===== config.mk =====
export PLATFORM = sky130hd
export DESIGN_NAME = branch_resolve_unit
export DESIGN_NICKNAME = d
export VERILOG_FILES = /design/src/rtl/branch_resolve_unit.sv
export SDC_FILE = /design/constraint.sdc
export NUM_CORES = 1
export LEC_CHECK = 0
export ABC_AREA = 1
export ABC_CLOCK_PERIOD_IN_PS = 5800
export CAP_MARGIN = 20
export CORE_AREA = 2 2 101 103
export CTS_BUF_LIST = sky130_fd_sc_hd__clkbuf_4
export DETAILED_ROUTE_END_ITERATION = 10
export DIE_AREA = 0 0 103 105
export PLACE_DENSITY = 0.69
export SLEW_MARGIN = 20
export SYNTH_ARGS = -nofsm -noshare
export SYNTH_HDL_FRONTEND = slang
export SYNTH_SLANG_ARGS = --single-unit

===== constraint.sdc =====
create_clock -name clk -period 5.8 [get_ports clk]
set_clock_uncertainty 0.05 [all_clocks]
set_input_delay 1.16 -clock clk [delete_from_list [all_inputs] [get_ports clk]]
set_output_delay 1.16 -clock clk [all_outputs]
set_load 0.005 [all_outputs]

===== src/rtl/branch_resolve_unit.sv =====
// ---------------------------------------------------------------------------
// branch_resolve_unit
//   Branch resolution and squash controller. Decoded branch info (ctl, imm, pc)
//   travels down a DEPTH-stage delay line. J, JR and BEQZ are resolved in the
//   last stage. A taken branch redirects the pc and kills the wrong-path
//   entries behind it. It also raises squash for 1+SHADOW unstalled cycles and
//   bumps a saturating taken-branch counter.
//
// Ports
//   clk, reset        clock, synchronous active-high reset
//   stall             freeze delay line and shadow counter
//   dec_valid         decode slot holds a real instruction
//   dec_branch_ctl    00 none, 01 J abs, 10 JR, 11 BEQZ
//   dec_imm, dec_pc   immediate / pc of the decoded instruction
//   res_rs_data       rs value for the resolve-stage entry (JR target)
//   res_zflag         ALU zero flag for the resolve-stage entry (BEQZ)
//   do_branch         redirect pc this cycle
//   branch_target     redirect address, 0 when do_branch=0
//   squash            suppress RF/dmem writes this cycle
//   taken_cnt         taken branches since reset, saturating
// ---------------------------------------------------------------------------
module branch_resolve_unit #(
  parameter int PC_W   = 9,
  parameter int IMM_W  = 16,
  parameter int DEPTH  = 3,
  parameter int SHADOW = 3,
  parameter int CNT_W  = 16
) (
  input  logic             clk,
  input  logic             reset,
  input  logic             stall,
  input  logic             dec_valid,
  input  logic [1:0]       dec_branch_ctl,
  input  logic [IMM_W-1:0] dec_imm,
  input  logic [PC_W-1:0]  dec_pc,
  input  logic [PC_W-1:0]  res_rs_data,
  input  logic             res_zflag,
  output logic             do_branch,
  output logic [PC_W-1:0]  branch_target,
  output logic             squash,
  output logic [CNT_W-1:0] taken_cnt
);

  localparam logic [1:0] CTL_J    = 2'b01;
  localparam logic [1:0] CTL_JR   = 2'b10;
  localparam logic [1:0] CTL_BEQZ = 2'b11;

  // Shadow counter must hold SHADOW; keep at least one bit when SHADOW=0.
  localparam int SH_W = (SHADOW < 1) ? 1 : $clog2(SHADOW + 1);

  // Only the low PC_W bits of the immediate ever feed a target, so the
  // delay line carries just those.
  typedef struct packed {
    logic [1:0]      ctl;
    logic [PC_W-1:0] imm;
    logic [PC_W-1:0] pc;
  } br_info_t;

  logic [DEPTH-1:0] vld_pipe;
  br_info_t         info_pipe [DEPTH];
  br_info_t         res;
  logic [SH_W-1:0]  shadow_cnt;
  logic             shadow_active;
  logic             flushin;
  logic             hit;
  logic [PC_W-1:0]  tgt;
  logic             unused_imm_hi;

  assign unused_imm_hi = ^dec_imm;

  assign res           = info_pipe[DEPTH-1];
  assign shadow_active = (shadow_cnt != '0);
  assign flushin       = shadow_active | do_branch;

  // Resolve stage.
  assign hit = vld_pipe[DEPTH-1] &
               ((res.ctl == CTL_J) | (res.ctl == CTL_JR) |
                ((res.ctl == CTL_BEQZ) & res_zflag));

  // A stalled hit stays parked in the resolve stage and fires on the first
  // unstalled cycle, using the res_* inputs present then.
  assign do_branch = hit & ~stall & ~reset;

  always_comb begin
    tgt = '0;
    case (res.ctl)
      CTL_J:    tgt = res.imm;
      CTL_JR:   tgt = res_rs_data;
      CTL_BEQZ: tgt = res.pc + PC_W'(1) + res.imm;  // wraps mod 2^PC_W
      default:  tgt = '0;
    endcase
  end

  assign branch_target = do_branch ? tgt : '0;
  assign squash        = do_branch | shadow_active;

  // Control state: valid bits, shadow counter, taken counter.
  always_ff @(posedge clk) begin
    if (reset) begin
      vld_pipe   <= '0;
      shadow_cnt <= '0;
      taken_cnt  <= '0;
    end else if (!stall) begin
      // Anything decoded during a shadow (or in the redirect cycle itself)
      // is wrong-path, so it enters invalid; a redirect also kills every
      // entry already in flight.
      vld_pipe[0] <= dec_valid & ~flushin;
      for (int k = 1; k < DEPTH; k++)
        vld_pipe[k] <= vld_pipe[k-1] & ~do_branch;

      if (do_branch)
        shadow_cnt <= SH_W'(SHADOW);
      else if (shadow_active)
        shadow_cnt <= shadow_cnt - SH_W'(1);

      if (do_branch && (taken_cnt != '1))
        taken_cnt <= taken_cnt + CNT_W'(1);
    end
  end

  // Payload needs no reset: it is qualified by vld_pipe everywhere.
  always_ff @(posedge clk) begin
    if (!stall) begin
      info_pipe[0] <= '{ctl: dec_branch_ctl, imm: dec_imm[PC_W-1:0], pc: dec_pc};
      for (int k = 1; k < DEPTH; k++)
        info_pipe[k] <= info_pipe[k-1];
    end
  end

endmodule

==> impl_metrics.tcl, run 1 <==
set metrics [dict create \
    routed_wl_mm 6.95 \
    cts_buffers 9 \
    slew-limit-headroom 0.478 \
    cp_top_family "buffers and inverters" \
    wl_per_cell_um 12.4 \
    cts_max_path_buffers 2 \
    die_w_um 103 \
    slowest_delay_ns 0.52 \
    dieArea_um2 10800 \
    antenna_found_initial 0 \
    synth-main-ff-cell "edfxtp_1" \
    crit_chain "clkdlybuf4s50_1, buf_4, clkinv_4, nand3_4, nor2_8, inv_4, or2_1, a31oi_2, clkdlybuf4s50_1" \
    use_met1 0.186 \
    crit_path_frequent_cell "clkdlybuf4s50_1" \
    rsz0062_at_grt "false" \
    hp-start "info_pipe[0][35]" \
    async_flop_share 0 \
    hold_ws_ns 0.382 \
    syn_to_final_growth_pct 22.7 \
    ant_nets 0 \
    worstSetupPathType "input pin to output port" \
    p_int_w 0.000852 \
    vias 2590 \
    use_met3 0.0288 \
    switching_share 0.239 \
    core_area_um2 9640 \
    r2r_start "info_pipe[0][58]" \
    rr_worst_depth 9 \
    grt-busiest-layer "met2" \
    drt_iter0_markers 142 \
    cts-hold-fix-buffers 0 \
    synth_common_cells "91 x nand2_1, 60 x edfxtp_1, 39 x inv_1" \
    ir_worst_vdd_mv 0.127 \
    final_max_slew_viol_count 0 \
    critPathCaptureType "output port" \
    cts_tree "yes" \
    n_fill_cell 928 \
    r2r-end "taken_cnt[10]" \
    layout.nets 480 \
    max_freq_mhz 219 \
    viasPerCell 4.61 \
    dp_hpwl_mm 4.96 \
    grt_usage 0.137 \
    use_met2 0.203 \
    grt_pass1_vias 2474 \
    cp_num_buf_inv 5 \
    finalCritPeriodShare 0.789 \
    synthTopCellsByArea "edfxtp_1 48%, dfxtp_1 11%, nand2_1 9.1%, ha_1 4.6%, inv_1 3.9%" \
    stdcell_area_um2 4630 \
    ios 68 \
    setup_viol 0 \
    hold-path-endpoint "info_pipe[0][55]" \
    first_pass_iters 4 \
    grt_max_degree 69 \
    place.gp.congestion 0.831 \
    fin_setup_tns_ns 0 \
    cts_sinks 81 \
    worst_slew_pin_slew_ns 0.783 \
    cp_data_arrival_time_ns 3.37 \
    final.min_clock_period_ns 4.58 \
    yosysMostFrequentCell "nand2_1" \
    drive_above_1_share 0.112 \
    power_switching_w 0.000267 \
    cellLeakagePower_nw 1.69 \
    cts-root-buf "clkbuf_4" \
    pwr-share-seq 0.600 \
    hold_path_class "flop to flop" \
    synthesis.nets 415 \
    dieHeight_um 105 \
    ys_ff_latch 81 \
    diodes 0 \
    hold_viol_final 0 \
    syn_area_um2 3770 \
    utilization 0.480 \
    htree_levels 3 \
    comb_power_share 0.104 \
    status "completed" \
    hold_depth 0 \
    dpl_cell_area_um2 4490 \
    io_buffers 60 \
    critPathMaxFanout 16 \
    clkTransAtPathRegs_ns 0.12 \
    grt_overflow_total 0 \
    r2r_setup_slack_ns 3.86 \
    netlist.area_leader.share 0.478 \
    synth.largest_area_cell "edfxtp_1" \
    avgSynthCellArea_um2 10.5 \
    synth-seq-area-share 0.589 \
    cts_setup_buffers 0 \
    p_per_area_nw_per_um2 242 \
    required_ns 4.59 \
    cts_resized 0 \
    num_rows 36 \
    startpoint_type "input pin" \
    ys_warn_count 0 \
    initial_core_util 0.391 \
    synth-edff-count 60 \
    grt_pass1_wl_mm 11.5 \
    cap_violations 0 \
    synth_cell_type_count 37 \
    synth_cells 359 \
    drc 0 \
    power_frac_clock 0.296 \
    clock_latency_ns 0.42 \
    crit_slowest_cell "clkdlybuf4s50_1" \
]
-- cell families after synthesis --
| group | Yosys count | synth area share |
|---|---|---|
| xor gates and xnor gates | 7 | 0.0163 |
| buffers and inverters | 50 | 0.0614 |
| AOI/OAI and AO/OA | 47 | 0.0906 |
| and+or+nand+nor | 159 | 0.191 |
| DFF | 81 | 0.589 |
| adders and majority gates | 15 | 0.0518 |
-- state kept, by name (all words and copies together), names as in the netlist --
register,count
info_pipe,60
vld_pipe,3
shadow_cnt,2
taken_cnt,16
-- layout make-up --
| cell class | count | area (um2) | share of cell area |
|---|---|---|---|
| Timing Repair Buffer | 62 | 616 | 0.133 |
| Tap cell | 133 | 166 | 0.0360 |
| Sequential cell | 81 | 2220 | 0.480 |
| Clock inverter | 6 | 66.3 | 0.0143 |
| Inverter | 42 | 165 | 0.0357 |
| Clock buffer | 10 | 75.1 | 0.0162 |
| Multi-Input combinational cell | 228 | 1320 | 0.284 |
-- worst max path at each step --
stage	from	endpoint	slack [ns]	cells past startpoint
4_1_cts	reset	branch_target[2]	1.19	9
6_report	reset	branch_target[2]	1.22	9
5_1_grt	reset	branch_target[2]	1.12	9
3_5_place_dp	reset	branch_target[2]	1.20	9
2_1_floorplan	stall	branch_target[2]	1.73	7
3_3_place_gp	reset	branch_target[2]	1.21	9
-- metal layers --
layer / wire length, um / up-vias
li1: - / 1347
met1: 3140 / 1152
met2: 3320 / 75
met3: 291 / 16
met4: 194 / 0
met5: 0 / -
-- metrics by stage --
stage	setup slack (ns)	cells	total power [W]
CTS	1.19	562	0.00114
finish	1.22	562	0.00112
global route	1.12	562	0.00117
detailed placement	1.20	546	0.000803
floorplan	1.73	359	0.000754
global placement	1.21	546	0.000797
-- power by group through the flow --
stage | Sequential, W | Clock (W) | Combinational (W)
after detailed placement | 0.000686 | 0 | 0.000117
after global routing | 0.000676 | 0.000366 | 0.000132
after global placement | 0.000683 | 0 | 0.000113
after floorplan | 0.000681 | 0 | 0.0000728
final | 0.000672 | 0.000331 | 0.000116
after CTS | 0.000672 | 0.000346 | 0.000118
-- layout by cell type, fill, tap and decap left out, drive strengths merged --
cell type       n
a21oi          28
a221oi          2
a22o            6
a31oi           3
and2            1
buf             2
bufinv          1
clkbuf         10
clkdlybuf4s50  60
clkinv          5
dfxtp          21
edfxtp         60
fa              1
ha             14
inv            42
nand2          94
nand3          20
nand4           7
nor2           32
nor3            2
o211ai          1
o21ai           7
or2             3
xnor2           3
xor2            4
(Power assumes the default switching activity.)
==> run 2: changes to the inputs <==
--- a/config.mk
+++ b/config.mk
@@ -6,7 +6,7 @@
 export NUM_CORES = 1
 export LEC_CHECK = 0
 export ABC_AREA = 1
-export ABC_CLOCK_PERIOD_IN_PS = 5800
+export ABC_CLOCK_PERIOD_IN_PS = 4440
 export CAP_MARGIN = 20
 export CORE_AREA = 2 2 101 103
 export CTS_BUF_LIST = sky130_fd_sc_hd__clkbuf_4
==> constraint.sdc (replaced) <==
create_clock -name clk -period 4.44 [get_ports clk]
set_clock_uncertainty 0.05 [all_clocks]
set_input_delay 0.888 -clock clk [delete_from_list [all_inputs] [get_ports clk]]
set_output_delay 0.888 -clock clk [all_outputs]
set_load 0.005 [all_outputs]
==> run 2 against run 1 <==
Register-to-register slack worse by 1.4 ns. Cell area up 0.89%. Sequential power up 31%. Critical endpoint unchanged. Hold slack worse by 0.0068 ns. Cell count unchanged. Sequential share of layout area down 0.42 points. Highest routed layer unchanged. Clock-buffer cell count unchanged. Via count up 1.3%. Setup slack worse by 0.70 ns. Clock power up 61%.
==> impl_metrics.tcl, run 2 (same netlist as run 1, synthesis figures left out) <==
set metrics [dict create \
    final.min_clock_period_ns 3.91 \
    layout.nets 480 \
    cp_num_buf_inv 4 \
    cts-root-buf "clkbuf_4" \
    setup_viol 0 \
    rr_worst_depth 8 \
    viasPerCell 4.67 \
    grt_pass1_wl_mm 11.7 \
    critPathCaptureType "output port" \
    r2r_setup_slack_ns 2.51 \
    drc 0 \
    hold_viol_final 0 \
    largest_register_ffs 60 \
    cts_sinks 81 \
    hp-start "info_pipe[0][31]" \
    crit_chain "clkdlybuf4s50_1, clkinv_4, nand3_4, nor2_8, inv_4, or2_1, a31oi_2, clkdlybuf4s50_1" \
    final_common_cell "nand2_1" \
    slew-limit-headroom 0.460 \
    rsz0062_at_grt "false" \
    cts-hold-fix-buffers 0 \
    cts_max_path_buffers 2 \
    cp_data_arrival_time_ns 2.98 \
    cellLeakagePower_nw 1.70 \
    syn_to_final_growth_pct 23.8 \
    finalCritPeriodShare 0.881 \
    p_per_area_nw_per_um2 335 \
    largest-register "info_pipe" \
    worst_slew_pin_slew_ns 0.809 \
    clock_latency_ns 0.40 \
    grt_pass1_vias 2569 \
    antenna_found_initial 1 \
    cp_top_family "buffers and inverters" \
    dieArea_um2 10800 \
    crit_slowest_cell "clkdlybuf4s50_1" \
    worstSetupPathType "input pin to output port" \
    final_cells 562 \
    place.gp.congestion 0.819 \
    r2r_start "info_pipe[0][58]" \
    die_w_um 103 \
    total_power_w 0.00156 \
    drt_iter0_markers 102 \
    final_max_slew_viol_count 0 \
    cap_violations 0 \
    dp_hpwl_mm 5.09 \
    dpl_cell_area_um2 4490 \
    clkTransAtPathRegs_ns 0.13 \
    wl_per_cell_um 12.7 \
    dp.cells 546 \
    cts_buffers 9 \
    grt_overflow_total 0 \
    hold-path-endpoint "info_pipe[0][51]" \
    startpoint_type "input pin" \
    status "completed" \
    io_buffers 60 \
    grt_usage 0.140 \
    initial_core_util 0.391 \
    cts_tree "yes" \
    ir_worst_vdd_mv 0.152 \
    first_pass_iters 4 \
    cts_resized 0 \
    grt_max_degree 69 \
    stdcell_area_um2 4670 \
    ant_nets 0 \
    final_cell_mix "91 x nand2_1, 60 x edfxtp_1, 60 x clkdlybuf4s50_1" \
    dieHeight_um 105 \
    cts_setup_buffers 0 \
    worst_slack_ns 0.527 \
    htree_levels 3 \
    hold_depth 0 \
    vias 2623 \
    max_freq_mhz 256 \
    r2r-end "taken_cnt[10]" \
    num_rows 36 \
    critPathMaxFanout 9 \
    core_area_um2 9640 \
    fin_setup_tns_ns 0 \
    required_ns 3.50 \
    drive_above_1_share 0.110 \
    top_regs "info_pipe x60, taken_cnt x16, vld_pipe x3" \
    crit_path_frequent_cell "clkdlybuf4s50_1" \
    routed_wl_mm 7.15 \
    hold_path_class "flop to flop" \
    slowest_delay_ns 0.53 \
    dp_slack_ns 0.520 \
    ios 68 \
]
-- run 2: cell count changes in the layout (fill, tap and decap cells not counted) --
cell	before	now
bufinv_16	1	3
diode_2	0	1
clkinv_4	3	1
inv_6	1	0
clkinvlp_4	0	2
clkinv_2	2	0
-- run 2: worst max-delay path by stage --
| stage | from | endpoint | cells past startpoint |
|---|---|---|---|
| detailed placement | reset | branch_target[2] | 8 |
| global route | reset | branch_target[2] | 8 |
| global placement | reset | branch_target[2] | 8 |
| floorplan | stall | branch_target[2] | 7 |
| CTS | reset | branch_target[2] | 8 |
| finish | reset | branch_target[2] | 8 |
-- run 2: layout make-up --
cell class / count / area, um2
flip-flops and latches: 81 / 2220
multi-input cells: 228 / 1320
diodes: 1 / 2.50
repair buffers: 62 / 616
clock inverters: 5 / 105
inverters: 42 / 165
clock buffers: 10 / 75.1
well taps: 133 / 166
fillers: 923 / 4970
-- run 2: routing by layer --
layer,share of wire,wire (um),global-route usage,vias to the layer above
li1,-,-,-,1348
met5,0,0,0,-
met3,0.031,224,0.0194,12
met4,0.023,167,0.0761,0
met2,0.48,3460,0.217,54
met1,0.46,3300,0.187,1209
-- run 2: power breakdown --
group,switching [W],internal (W),leakage [nW]
Combinational,0.0000811,0.0000703,0.850
Clock,0.000244,0.000289,0.0887
Sequential,0.0000158,0.000862,0.757
-- run 2: through the flow --
stage                     hold WS, ns  utilization
final                           0.375        0.484
after global placement          0.351        0.465
after CTS                       0.378        0.484
after floorplan                 0.350            -
after global routing            0.388        0.484
after detailed placement        0.355        0.465
